### src/rtl/usb_rx_port_pkg.sv
// Shared definitions for the USB receive port.
// Status bit positions, strobe FSM state codes, status packing helper.
package usb_rx_port_pkg;

    localparam int STAT_RX_AVAIL = 0;
    localparam int STAT_TX_READY = 1;
    localparam int STAT_RX_FULL  = 2;

    localparam logic [1:0] ST_IDLE    = 2'd0;
    localparam logic [1:0] ST_STROBE  = 2'd1;
    localparam logic [1:0] ST_CAPTURE = 2'd2;
    localparam logic [1:0] ST_RECOVER = 2'd3;

    function automatic logic [7:0] pack_status(
        input logic rx_avail,
        input logic tx_ready,
        input logic rx_full
    );
        logic [7:0] s;
        s                = 8'h00;
        s[STAT_RX_AVAIL] = rx_avail;
        s[STAT_TX_READY] = tx_ready;
        s[STAT_RX_FULL]  = rx_full;
        return s;
    endfunction

endpackage

### src/rtl/usb_rx_port_fifo.sv
// Synchronous show-ahead byte FIFO for the USB receive port.
// Head byte is visible on dout_o combinationally; push/pop gated internally.
module usb_rx_fifo
    import usb_rx_port_pkg::*;
#(
    parameter int DEPTH = 16
) (
    input  logic                     clk_i,
    input  logic                     rst_i,
    input  logic                     push_i,
    input  logic [7:0]               din_i,
    input  logic                     pop_i,
    output logic [7:0]               dout_o,
    output logic [$clog2(DEPTH):0]   count_o,
    output logic                     empty_o,
    output logic                     full_o
);

    localparam int AW = $clog2(DEPTH);

    logic [7:0]  mem_q [DEPTH];
    logic [AW-1:0] wr_q;
    logic [AW-1:0] wr_d;
    logic [AW-1:0] rd_q;
    logic [AW-1:0] rd_d;
    logic [AW:0]   cnt_q;
    logic [AW:0]   cnt_d;
    logic          push_ok;
    logic          pop_ok;

    assign empty_o = (cnt_q == '0);
    assign full_o  = (cnt_q == (AW+1)'(DEPTH));
    assign count_o = cnt_q;
    assign dout_o  = mem_q[rd_q];

    assign push_ok = push_i & ~full_o;
    assign pop_ok  = pop_i & ~empty_o;

    // Pointer and occupancy next-state; pointers wrap naturally (DEPTH is 2^n)
    always_comb begin
        wr_d  = wr_q;
        rd_d  = rd_q;
        cnt_d = cnt_q;
        if (push_ok) begin
            wr_d = wr_q + AW'(1);
        end
        if (pop_ok) begin
            rd_d = rd_q + AW'(1);
        end
        cnt_d = cnt_q + {{AW{1'b0}}, push_ok} - {{AW{1'b0}}, pop_ok};
    end

    // Storage array, written only on an accepted push
    always_ff @(posedge clk_i) begin
        if (push_ok) begin
            mem_q[wr_q] <= din_i;
        end
    end

    // Pointer and count registers
    always_ff @(posedge clk_i) begin
        if (rst_i) begin
            wr_q  <= '0;
            rd_q  <= '0;
            cnt_q <= '0;
        end else begin
            wr_q  <= wr_d;
            rd_q  <= rd_d;
            cnt_q <= cnt_d;
        end
    end

endmodule

### src/rtl/usb_rx_port.sv
// FT245-style USB receive port: read strobe FSM, byte FIFO, CPU status.
// Optional rx_irq output is built when USB_RX_IRQ_EN is defined.
module usb_rx_port
    import usb_rx_port_pkg::*;
#(
    parameter int DEPTH          = 16,
    parameter int RD_LOW_CYCLES  = 16,
    parameter int RD_RECOVER_CYC = 24
) (
    input  logic       pll0_250MHz,
    input  logic       reset,
    input  logic       usb_rxf_n,
    input  logic       usb_txe_n,
    input  logic [7:0] usb_d_in,
    output logic       usb_rd_n,
    input  logic       usbRxD_cs,
    output logic [7:0] usbRxD,
    output logic [7:0] usbStatus
`ifdef USB_RX_IRQ_EN
    ,
    output logic       rx_irq
`endif
);

    localparam int CW = $clog2(DEPTH) + 1;
    localparam int TW = 8;

    logic [1:0]    rxf_s_q;
    logic [1:0]    txe_s_q;
    logic          rxf_sync;
    logic          txe_sync;

    logic [1:0]    state_q;
    logic [1:0]    state_d;
    logic [TW-1:0] tmr_q;
    logic [TW-1:0] tmr_d;
    logic          rd_n_q;
    logic          rd_n_d;
    logic [7:0]    data_q;
    logic [7:0]    data_d;
    logic          push;

    logic          cs_q;
    logic          cs_prev_q;
    logic          pop;

    logic [7:0]    fifo_dout;
    logic [CW-1:0] fifo_count;
    logic          fifo_empty;
    logic          fifo_full;

    logic [7:0]    rxd_q;
    logic [7:0]    status_q;

    assign rxf_sync = rxf_s_q[1];
    assign txe_sync = txe_s_q[1];

    // Two-flop synchronizers; reset to the idle (high) level of both flags
    always_ff @(posedge pll0_250MHz) begin
        if (reset) begin
            rxf_s_q <= 2'b11;
            txe_s_q <= 2'b11;
        end else begin
            rxf_s_q <= {rxf_s_q[0], usb_rxf_n};
            txe_s_q <= {txe_s_q[0], usb_txe_n};
        end
    end

    // Read strobe sequencing; a strobe only starts when the FIFO has room
    always_comb begin
        state_d = state_q;
        tmr_d   = tmr_q;
        rd_n_d  = rd_n_q;
        data_d  = data_q;
        push    = 1'b0;
        unique case (state_q)
            ST_IDLE: begin
                if (!rxf_sync && !fifo_full) begin
                    state_d = ST_STROBE;
                    rd_n_d  = 1'b0;
                    tmr_d   = '0;
                end
            end
            ST_STROBE: begin
                if (tmr_q == TW'(RD_LOW_CYCLES - 1)) begin
                    data_d  = usb_d_in;
                    rd_n_d  = 1'b1;
                    state_d = ST_CAPTURE;
                end else begin
                    tmr_d = tmr_q + TW'(1);
                end
            end
            ST_CAPTURE: begin
                push    = 1'b1;
                tmr_d   = '0;
                state_d = ST_RECOVER;
            end
            ST_RECOVER: begin
                if (tmr_q == TW'(RD_RECOVER_CYC - 1)) begin
                    state_d = ST_IDLE;
                end else begin
                    tmr_d = tmr_q + TW'(1);
                end
            end
            default: begin
                state_d = ST_IDLE;
                rd_n_d  = 1'b1;
            end
        endcase
    end

    // Strobe FSM registers; reset releases the strobe on the next edge
    always_ff @(posedge pll0_250MHz) begin
        if (reset) begin
            state_q <= ST_IDLE;
            tmr_q   <= '0;
            rd_n_q  <= 1'b1;
            data_q  <= 8'h00;
        end else begin
            state_q <= state_d;
            tmr_q   <= tmr_d;
            rd_n_q  <= rd_n_d;
            data_q  <= data_d;
        end
    end

    assign usb_rd_n = rd_n_q;

    // Register the CPU select and its previous value for fall detection
    always_ff @(posedge pll0_250MHz) begin
        if (reset) begin
            cs_q      <= 1'b0;
            cs_prev_q <= 1'b0;
        end else begin
            cs_q      <= usbRxD_cs;
            cs_prev_q <= cs_q;
        end
    end

    assign pop = cs_prev_q & ~cs_q & ~fifo_empty;

    usb_rx_fifo #(
        .DEPTH (DEPTH)
    ) u_fifo (
        .clk_i   (pll0_250MHz),
        .rst_i   (reset),
        .push_i  (push),
        .din_i   (data_q),
        .pop_i   (pop),
        .dout_o  (fifo_dout),
        .count_o (fifo_count),
        .empty_o (fifo_empty),
        .full_o  (fifo_full)
    );

    // Registered CPU-facing head byte and status
    always_ff @(posedge pll0_250MHz) begin
        if (reset) begin
            rxd_q    <= 8'h00;
            status_q <= 8'h00;
        end else begin
            rxd_q    <= fifo_empty ? 8'h00 : fifo_dout;
            status_q <= pack_status(fifo_count != '0,
                                    !txe_sync,
                                    fifo_count == CW'(DEPTH));
        end
    end

    assign usbRxD    = rxd_q;
    assign usbStatus = status_q;

`ifdef USB_RX_IRQ_EN
    logic irq_q;

    // Interrupt follows RX_AVAIL with one register stage
    always_ff @(posedge pll0_250MHz) begin
        if (reset) begin
            irq_q <= 1'b0;
        end else begin
            irq_q <= (fifo_count != '0);
        end
    end

    assign rx_irq = irq_q;
`endif

endmodule
### config.mk
export PLATFORM = sky130hd
export DESIGN_NAME = usb_rx_port
export DESIGN_NICKNAME = d
export VERILOG_FILES = /design/src/rtl/usb_rx_port_pkg.sv /design/src/rtl/usb_rx_port_fifo.sv /design/src/rtl/usb_rx_port.sv
export SDC_FILE = /design/constraint.sdc
export NUM_CORES = 1
export LEC_CHECK = 0
export ABC_AREA = 1
export BUFFER_PORTS_ARGS = -buffer_cell sky130_fd_sc_hd__buf_4
export CAP_MARGIN = 10
export CORE_MARGIN = 3
export CORE_UTILIZATION = 25
export DETAILED_ROUTE_END_ITERATION = 6
export GPL_TIMING_DRIVEN = 0
export PLACE_DENSITY = 0.43
export SLEW_MARGIN = 15
export SYNTH_ARGS = -nofsm -noshare
export SYNTH_HDL_FRONTEND = slang
export SYNTH_SLANG_ARGS = --single-unit
export TNS_END_PERCENT = 50
### constraint.sdc
create_clock -name pll0_250MHz -period 2.6 [get_ports pll0_250MHz]
set_input_delay 0.52 -clock pll0_250MHz [delete_from_list [all_inputs] [get_ports pll0_250MHz]]
set_output_delay 0.52 -clock pll0_250MHz [all_outputs]
set_load 0.02 [all_outputs]
==> out/qor.csv <==
stage,metric,value,unit
final_layout,syn_to_final_growth,17.21,%
grt,first_global_vias,4945,
power_and_ir_drop,power,7131,uW
worst_setup_path,ff2ff_path_depth,13,
final_layout,seq_area,0.004825,mm2
yosys,syn-cell-area,0.007407,mm2
floorplanning,placementRows,62,
clock_tree,h-tree-depth,4,
worst_setup_path,end_kind,flop,
place,place_hpwl,12120,um
yosys,ys_warn_count,0,
final_layout,fill_cells,2993,
final_layout,fin_area,0.008682,mm2
worst_hold_path,whs_endpoint,rxf_s_q[0],
worst_hold_path,whs_path_depth,2,
power_and_ir_drop,comb_power_share,0.182,
power_and_ir_drop,switching_share,0.2901,
floorplanning,io_pins,30,
yosys,synthTopCellsByArea,"edfxtp_1, dfxtp_1, nand2_1",
drt,drtPass1Iterations,4,
run,max_cap_violations,0,
grt,grt_overflow_total,0,
sta,rsz0062_at_grt,yes,
place,portBuffers,24,
sta,post-route-min-period,2.403,ns
floorplanning,core_area,0.02894,mm2
worst_setup_path,cp.arrival,2.76,ns
floorplanning,start_util,0.2560,
clock_tree,clkSinkCount,177,
clock_tree,clk-insertion-delay-late,0.43,ns
sta,hold_viol_final,0,
drt,drc_errors,0,
drt,via_count,4899,
drt,via_per_inst,4.242,
clock_tree,cts_made_buffers,17,
place,post_dp_cell_area,0.008083,mm2
worst_setup_path,timing.rr.start,u_fifo.count_o[2],
sta,fmax,416.2,MHz
yosys,synth_fa_ha_area_frac,0.03142,
sta,final.period_utilization,0.9242,
drt,wl_per_cell,15.73,um
sta,worst_pin_slew,0.8682,ns
worst_hold_path,holdCritStartpoint,usb_rxf_n,
sta,fin_worst_skew,0.01083,ns
yosys,synth_cell_types,33,
final_layout,drive_gt1_frac,0.1323,
power_and_ir_drop,p_switching,2069,uW
worst_setup_path,required,2.96,ns
yosys,muxShareOfSynthArea,0,
power_and_ir_drop,ir_drop,425.3,uV
yosys,synth_cells,711,
worst_setup_path,crit_type,reg2reg,
worst_setup_path,r2r_slack,0.20,ns
worst_hold_path,hold_class,in2reg,
floorplanning,dieWidth,178.1,um
place,place.gp.congestion,0.7680,
yosys,synth_xor_xnor_area_share,0.007095,
power_and_ir_drop,p_int,5062,uW
power_and_ir_drop,powerDensity,821.3,mW/mm2
worst_setup_path,cp_max_fo,6,
yosys,synth_top_family_by_area,simple AND/OR/NAND/NOR gates,
grt,grt_usage,0.1213,
grt,grt_pass1_wl,28460,um
yosys,ys_seq_area_frac,0.6514,
sta,relSlewSlack,0.4190,
clock_tree,clockRootBuffer,clkbuf_16,
drt,detail-route-antenna-nets,0,
final_layout,antennaDiodeCount,0,
yosys,synth_top_area_frac,0.5189,
final_layout,layout_common_cells,"nand2_1, edfxtp_1, nor2_1, nand3_1, dfxtp_1",
yosys,syn_avg_cell_area,10.42,um2
drt,drt_wl_total,18170,um
sta,finalMaxSlewViolations,0,
floorplanning,die_h,178.1,um
power_and_ir_drop,seqPwrFrac,0.459,
yosys,yosys.area_share.simple,0.1836,
worst_setup_path,r2r-end,u_fifo.count_o[4],
sta,whs,0.2730,ns
worst_setup_path,setup.worst_path.start_class,flop,
drt,drt_iter0_markers,231,
final_layout,layout_commonest_cell,nand2_1,
grt,antenna_found_initial,0,
yosys,ys_ff_latch,177,
final_layout,fin_nets,789,
clock_tree,cts_tree,built,
clock_tree,cts_buffer_depth,2,
sta,finalSetupViolCount,0,
status,status,completed,
power_and_ir_drop,p_leak,0.003228,uW
yosys,synth_compound_area_frac,0.06993,
grt,grt_start_max_net_pins,18,
power_and_ir_drop,pwr-share-clk,0.360,
clock_tree,clk_pin_slew,0.07,ns
clock_tree,cts_setup_buffers,0,
yosys,synth_top_cell_by_area,edfxtp_1,
floorplanning,die-area,0.03173,mm2
clock_tree,hold_buffers,0,
worst_setup_path,startpoint,u_fifo.count_o[2],
final_layout,multi_input_area,0.002192,mm2
-- area by class of cell --
type,count,share of cell area
Buffer,31,0.02493
Clock buffer,18,0.04943
Clock inverter,14,0.01845
Inverter,52,0.02291
Multi-Input combinational cell,455,0.2525
Sequential cell,177,0.5557
Tap cell,384,0.05534
Timing Repair Buffer,24,0.02075
-- worst max-delay path by stage --
| stage | end | slack, ns | depth (start not counted) |
|---|---|---|---|
| 2_1_floorplan | u_fifo.count_o[4] | 0.33 | 13 |
| 4_1_cts | u_fifo.count_o[4] | 0.05 | 13 |
| 5_1_grt | u_fifo.mem_q[10][1] | -0.05 | 7 |
| 6_report | u_fifo.count_o[4] | 0.20 | 13 |
| 3_3_place_gp | u_fifo.count_o[4] | 0.02 | 13 |
| 3_5_place_dp | u_fifo.count_o[4] | 0.001 | 13 |
-- kinds of logic (layout without fill, tap and decap cells) --
| family | after synthesis | count (layout) |
|---|---|---|
| other | 1 | 5 |
| adder cells (fa/ha/maj) | 18 | 18 |
| XOR/XNOR | 6 | 6 |
| flip-flops | 177 | 177 |
| AND/OR/NAND/NOR | 332 | 332 |
| AO/OA/AOI/OAI | 94 | 94 |
| buffers and inverters | 83 | 139 |
-- per-layer routing --
layer,global-route usage,vias to the layer above,share of wire
met5,0,-,0
met4,0.04352,0,0.021
met3,0.02767,23,0.034
met2,0.1993,79,0.48
met1,0.1567,2324,0.46
li1,-,2473,-
-- sequential cells by signal, indices dropped and copies added, names as in the netlist --
name            count
u_fifo.count_o      5
rxf_s_q             2
data_q              8
cs_q                1
usb_rd_n            1
usbStatus           3
txe_s_q             2
tmr_q               8
u_fifo.rd_q         4
u_fifo.wr_q         4
cs_prev_q           1
usbRxD              8
u_fifo.mem_q      128
state_q             2
-- Yosys cell counts --
library cell,n
or2_2,6
nand2_1,154
dfxtp_1,49
xor2_1,6
nor2_4,1
conb_1,1
o21ai_0,41
nand3b_1,1
fa_1,1
nor2_2,1
a21boi_1,1
nor2_1,112
buf_1,1
buf_2,10
nand3_1,51
o211ai_1,17
clkbuf_1,4
inv_4,1
buf_4,7
nor3_1,1
clkbuf_2,1
inv_1,45
clkinv_1,1
o31ai_1,1
buf_6,8
o21ai_1,4
ha_1,17
nand2_2,3
inv_2,4
nand3_2,2
a21oi_1,30
clkinv_2,1
edfxtp_1,128
-- power by group through the flow --
stage / Sequential (uW) / Clock (uW) / Combinational (uW)
5_1_grt: 3290 / 2750 / 1490
2_1_floorplan: 3390 / 0 / 802
6_report: 3270 / 2570 / 1290
3_3_place_gp: 3330 / 0 / 1290
3_5_place_dp: 3330 / 0 / 1300
4_1_cts: 3270 / 2640 / 1310
-- timing repair --
item                                   in CTS  in global routing
pin swaps                                   0                  1
setup endpoints to repair                   1                 17
endpoints found under the hold margin       0                  0
gates resized for setup                     1                  2
-- stage by stage --
stage | instances | setup slack [ns] | utilization | setup TNS, ns
after floorplan | 715 | 0.3269 | - | 0
after global placement | 1123 | 0.01919 | 0.2793 | 0
after detailed placement | 1123 | 0.001068 | 0.2793 | 0
after CTS | 1155 | 0.04737 | 0.2999 | 0
after global routing | 1155 | -0.04697 | 0.3001 | -0.6543
final | 1155 | 0.1971 | 0.3001 | 0
-- worst max-delay path, cell delays in order, from the launching register on --
cell and delay (ns):
dfxtp_1 0.33, inv_1 0.06, ha_1 0.21, nand3b_1 0.11, nand3_2 0.13, inv_2 0.11, ha_1 0.22, inv_1 0.05
ha_1 0.16, inv_1 0.06, fa_1 0.41, o31ai_2 0.26, o21ai_0 0.11, a21oi_1 0.10
Note: power is estimated with default switching activity, not from simulation.
